`src/rtl/recip_div_if.sv`:
```
// Handshake bundle for the reciprocal divider: one 8-bit divisor in, one
// 12-bit reciprocal plus divide-by-zero flag out.
interface recip_div_if;
  logic        in_valid;
  logic        in_ready;
  logic [7:0]  number;
  logic        out_valid;
  logic        out_ready;
  logic [11:0] inverse;
  logic        div_zero;

  modport master (
    output in_valid, number, out_ready,
    input  in_ready, out_valid, inverse, div_zero
  );

  modport slave (
    input  in_valid, number, out_ready,
    output in_ready, out_valid, inverse, div_zero
  );
endinterface

```
`src/rtl/recip_div.sv`:
```
// Sequential reciprocal: inverse = min(floor(4096/n), 4095), computed by a
// 13-step restoring division, one quotient bit per cycle.
module recip_div (
  input  logic         clk,
  input  logic         rst,
  recip_div_if.slave   bus_io
);

  typedef enum logic [1:0] {IDLE, CALC, DONE} state_e;

  state_e      state_q, state_d;
  logic [7:0]  n_q, n_d;
  logic [8:0]  rem_q, rem_d;
  logic [12:0] quo_q, quo_d;
  logic [3:0]  cnt_q, cnt_d;
  logic [11:0] inv_q, inv_d;
  logic        dz_q, dz_d;

  logic [9:0]  rem_sh;
  logic        qbit;

  function automatic logic [11:0] sat12(input logic [12:0] q);
    return q[12] ? 12'hFFF : q[11:0];
  endfunction

  always_comb begin
    // Dividend 0x1000 has a single set bit, fed in on the first step.
    rem_sh  = {rem_q, (cnt_q == 4'd12)};
    qbit    = (rem_sh >= {2'b00, n_q});

    state_d = state_q;
    n_d     = n_q;
    rem_d   = rem_q;
    quo_d   = quo_q;
    cnt_d   = cnt_q;
    inv_d   = inv_q;
    dz_d    = dz_q;

    case (state_q)
      IDLE: begin
        if (bus_io.in_valid) begin
          n_d   = bus_io.number;
          rem_d = '0;
          quo_d = '0;
          cnt_d = 4'd12;
          if (bus_io.number >= 8'd2) begin
            state_d = CALC;
          end else begin
            state_d = DONE;
            inv_d   = 12'hFFF;
            dz_d    = (bus_io.number == 8'd0);
          end
        end
      end
      CALC: begin
        rem_d = 9'(qbit ? (rem_sh - {2'b00, n_q}) : rem_sh);
        quo_d = 13'({quo_q, qbit});
        cnt_d = cnt_q - 4'd1;
        if (cnt_q == 4'd0) begin
          state_d = DONE;
          inv_d   = sat12(quo_d);
          dz_d    = 1'b0;
        end
      end
      DONE: begin
        if (bus_io.out_ready) state_d = IDLE;
      end
      default: state_d = IDLE;
    endcase
  end

  always_ff @(posedge clk) begin
    if (rst) begin
      state_q <= IDLE;
      n_q     <= '0;
      rem_q   <= '0;
      quo_q   <= '0;
      cnt_q   <= '0;
      inv_q   <= '0;
      dz_q    <= 1'b0;
    end else begin
      state_q <= state_d;
      n_q     <= n_d;
      rem_q   <= rem_d;
      quo_q   <= quo_d;
      cnt_q   <= cnt_d;
      inv_q   <= inv_d;
      dz_q    <= dz_d;
    end
  end

  assign bus_io.in_ready  = (state_q == IDLE);
  assign bus_io.out_valid = (state_q == DONE);
  assign bus_io.inverse   = inv_q;
  assign bus_io.div_zero  = dz_q;

endmodule

```
`src/flat_wrapper.sv`:
```
// flat-port wrapper written by rule: the top's interface ports become plain ports
module recip_div_flat 
  (clk, rst, bus_io_in_valid, bus_io_number, bus_io_out_ready, bus_io_in_ready, bus_io_out_valid, bus_io_inverse, bus_io_div_zero);
  recip_div_if bus_io_i ();
  input  logic clk;
  input  logic rst;
  input wire logic [$bits(bus_io_i.in_valid)-1:0] bus_io_in_valid;
  input wire logic [$bits(bus_io_i.number)-1:0] bus_io_number;
  input wire logic [$bits(bus_io_i.out_ready)-1:0] bus_io_out_ready;
  output wire logic [$bits(bus_io_i.in_ready)-1:0] bus_io_in_ready;
  output wire logic [$bits(bus_io_i.out_valid)-1:0] bus_io_out_valid;
  output wire logic [$bits(bus_io_i.inverse)-1:0] bus_io_inverse;
  output wire logic [$bits(bus_io_i.div_zero)-1:0] bus_io_div_zero;
  assign bus_io_i.in_valid = bus_io_in_valid;
  assign bus_io_i.number = bus_io_number;
  assign bus_io_i.out_ready = bus_io_out_ready;
  assign bus_io_in_ready = bus_io_i.in_ready;
  assign bus_io_out_valid = bus_io_i.out_valid;
  assign bus_io_inverse = bus_io_i.inverse;
  assign bus_io_div_zero = bus_io_i.div_zero;
  recip_div u_core (.clk(clk), .rst(rst), .bus_io(bus_io_i));
endmodule
```
`config.mk`:
```
export PLATFORM = sky130hd
export DESIGN_NAME = recip_div_flat
export DESIGN_NICKNAME = d
export VERILOG_FILES = /design/src/rtl/recip_div_if.sv /design/src/rtl/recip_div.sv /design/src/flat_wrapper.sv
export SDC_FILE = /design/constraint.sdc
export NUM_CORES = 1
export LEC_CHECK = 0
export CAP_MARGIN = 30
export CORE_ASPECT_RATIO = 0.9
export CORE_MARGIN = 3
export CORE_UTILIZATION = 55
export DETAILED_ROUTE_END_ITERATION = 8
export PLACE_DENSITY = 0.78
export SYNTH_ARGS = -nofsm -noshare
export SYNTH_HDL_FRONTEND = slang
export SYNTH_SLANG_ARGS = --single-unit
```
`constraint.sdc`:
```
create_clock -name clk -period 2.8 [get_ports clk]
set_clock_uncertainty 0.1 [all_clocks]
set_input_delay 0.56 -clock clk [delete_from_list [all_inputs] [get_ports clk]]
set_output_delay 0.56 -clock clk [all_outputs]
set_load 0.02 [all_outputs]
```
==> summary.txt <==
Synth
  • Post-synth top area share: 0.4085
  • Largest area contributor in the netlist: dfxtp_1
  • Synthesized area: 2352 sq um
  • Syn. warnings: 0
  • Number of flops mapped to enable cells by yosys: 0
  • Mapped Cells: 266
  • Count leader, synth: dfxtp_1
  • #FFs+latches synth: 48
  • Yosys cell types: 53
  • Avg Synthesized Cell Area: 8.843 sq um
  • Post-synth ARST share: 0
  • Synthesized Nets: 288
  • Seq/Total Area, Yosys: 0.4085
  • Top cells by area, synth: dfxtp_1, nand2_1, ha_1
  • Most used flip-flop cell after synthesis: dfxtp_1
  • Commonest cells in the netlist: dfxtp_1, nand2_1, nor2_1

Final layout
  • Area delta synth->final: 15.00%
  • ANT cells: 0
  • Layout cells sized above 1: 0.08681
  • Total Nets Final: 309

Critical path
  • Setup CP Type: reg -> reg
  • Worst r2r src: u_core.cnt_q[0]
  • Worst setup EP type: flip-flop
  • Register-to-Register Path Depth: 10
  • Worst Path Arrival: 2.72 ns
  • Reg-to-reg endpoint: u_core.rem_q[6]
  • Required time of the critical path: 2.89 ns
  • R2r setup slk: 0.17 ns
  • CP Launch Type: flip-flop
  • Worst-path maximum fanout: 5

Worst hold path
  • HP Start: u_core.n_q[2]
  • Hold path depth: 2
  • HP Class: reg -> reg
  • Hold EP: u_core.n_q[2]

Outcome
  • Status: completed

Run
  • Maxcap violations: 0

Clock tree
  • CTS tree: built
  • H-Tree Depth: 2
  • Post-CTS Setup Bufs: 0
  • Bufs on Longest Clock Path: 2
  • Total clock buffers created by CTS: 5
  • Clk_lat worst skew: 0.31 ns
  • Clock transition at the registers of the reported paths: 0.09 ns
  • Sink Count: 48
  • CTS root buf: clkbuf_8

Global route
  • Pin count of the biggest net entering global routing: 19
  • First-pass GRT wire length: 8204 microns
  • GRT overflow: 0
  • Tot GR Track Use: 0.2091
  • Vias in the first global route: 1724
  • Initial antenna violation count: 0

Route
  • Via/cell ratio: 5.937
  • 1st-pass router iterations: 4
  • Starting DRC count in detailed routing: 233
  • WL final: 5003 microns
  • Vias: 1983
  • Wire length per cell: 14.98 microns
  • Remaining routing DRC violations: 0
  • Post-route ant nets: 0

Floorplanning
  • Row count: 21
  • Initial Util: 0.6008
  • Vert. Die Dim: 68.04 microns
  • Die area: 5099 sq um
  • Core area: 3915 sq um
  • Die W: 74.94 microns
  • IO Count: 27

Timing
  • Slew headroom: 0.5709
  • Final TNS setup: 0 ns
  • Tcrit/Tclk final: 0.9403
  • Minimum clock period: 2.633 ns
  • Measured slew at the worst slew-check pin: 0.6413 ns
  • Setup violators final: 0
  • Worst hold slack: 0.3576 ns
  • Max-slew violations: 0
  • RSZ-0062 raised after global routing: no
  • Final hold vios: 0
  • Achievable Freq: 379.8 MHz

Power
  • Total power: 2283 uW
  • Max IR drop VDD: 0.4385 mV
  • Leak pwr: 0.001005 uW
  • Pwr/cell area: 844.0 nW/um^2

Placement
  • IO buf count: 26
  • RD Place Congestion: 0.8888
  • Post-DP HPWL: 3597 microns
-- final cells by class --
type                       count  area, sq um
multi-input combinational    188         1251
timing repair buffer          30        290.3
sequential                    48        960.9
fill                         319         1210
clock buffer                   5        68.82
inverter                      14        52.55
clock inverter                 3        23.77
tap                           46        57.56
-- kinds of logic (layout without fill, tap and decap cells) --
family,Yosys count,after routing,synth area share
multiplexers,3,3,0.01277
adder cells (fa/ha/maj),10,10,0.05638
buffers and inverters,30,52,0.06223
AO/OA/AOI/OAI,78,78,0.2495
flip-flops,48,48,0.4085
XOR/XNOR,3,3,0.01117
AND/OR/NAND/NOR,94,94,0.1995
-- worst max-delay path by stage --
stage | startpoint | endpoint | slack [ns] | cells after the start
after CTS | u_core.cnt_q[0] | u_core.rem_q[0] | 0.15 | 10
final | u_core.cnt_q[0] | u_core.rem_q[6] | 0.17 | 10
after floorplan | u_core.cnt_q[0] | u_core.rem_q[1] | 0.37 | 10
after detailed placement | u_core.cnt_q[0] | u_core.rem_q[1] | 0.18 | 10
after global placement | u_core.cnt_q[0] | u_core.rem_q[1] | 0.25 | 10
after global routing | u_core.cnt_q[0] | u_core.rem_q[6] | 0.02 | 10
-- metrics by stage --
| step | instances | util | worst slack, ns | area (sq um) |
|---|---|---|---|---|
| 2_1_floorplan | 266 | - | 0.3712 | 2352 |
| 3_3_place_gp | 326 | 0.6657 | 0.2475 | 2606 |
| 3_5_place_dp | 326 | 0.6657 | 0.1844 | 2606 |
| 4_1_cts | 334 | 0.6894 | 0.1540 | 2699 |
| 5_1_grt | 334 | 0.6910 | 0.01557 | 2705 |
| 6_report | 334 | 0.6910 | 0.1671 | 2705 |
-- repair_timing --
action | 4_1_cts | 5_1_grt
setup endpoints to repair | 0 | 3
hold buffers | 0 | 0
gates resized for setup | 0 | 3
hold endpoints to repair | 0 | 0
-- routing by layer --
layer  wire (microns)  up-vias  GRT usage  share of wire
met4               60        0    0.06000          0.012
met1             2607      919     0.3144           0.52
li1                 -     1011          -              -
met3              200        7    0.03965          0.040
met5                0        -          0              0
met2             2135       46     0.3011           0.43
-- placed cells by master (no fill, tap or decap), types with 8 or more instances in the layout --
cell             synthesis  final
nand2_1                 33     32
o211ai_1                10     10
nor2_1                  24     24
a21oi_1                 18     18
a22oi_1                 11     11
o221a_1                 10     10
clkdlybuf4s50_1          0     26
inv_1                   14     14
dfxtp_1                 48     48
ha_1                     9      8
-- power by group --
part	switching, uW	internal [uW]
Clock	238	177
Sequential	72.2	773
Combinational	605	418
-- state kept, by name, indices dropped and copies added, names as in the netlist --
register                flops
u_core.rem_q                9
u_core.cnt_q                4
u_core.bus_io.inverse      12
u_core.state_q              2
u_core.n_q                  8
u_core.bus_io.div_zero      1
u_core.quo_q               12
-- worst max-delay path, cell delays in order, from the launching register on --
cell      delay (ns)
dfxtp_1         0.32
inv_1           0.10
ha_2            0.22
nand3_1         0.11
ha_1            0.22
fa_1            0.39
nand2b_1        0.19
a211o_1         0.29
and2_2          0.23
a32oi_1         0.24
o21ai_0         0.11
(Power assumes the default switching activity.)
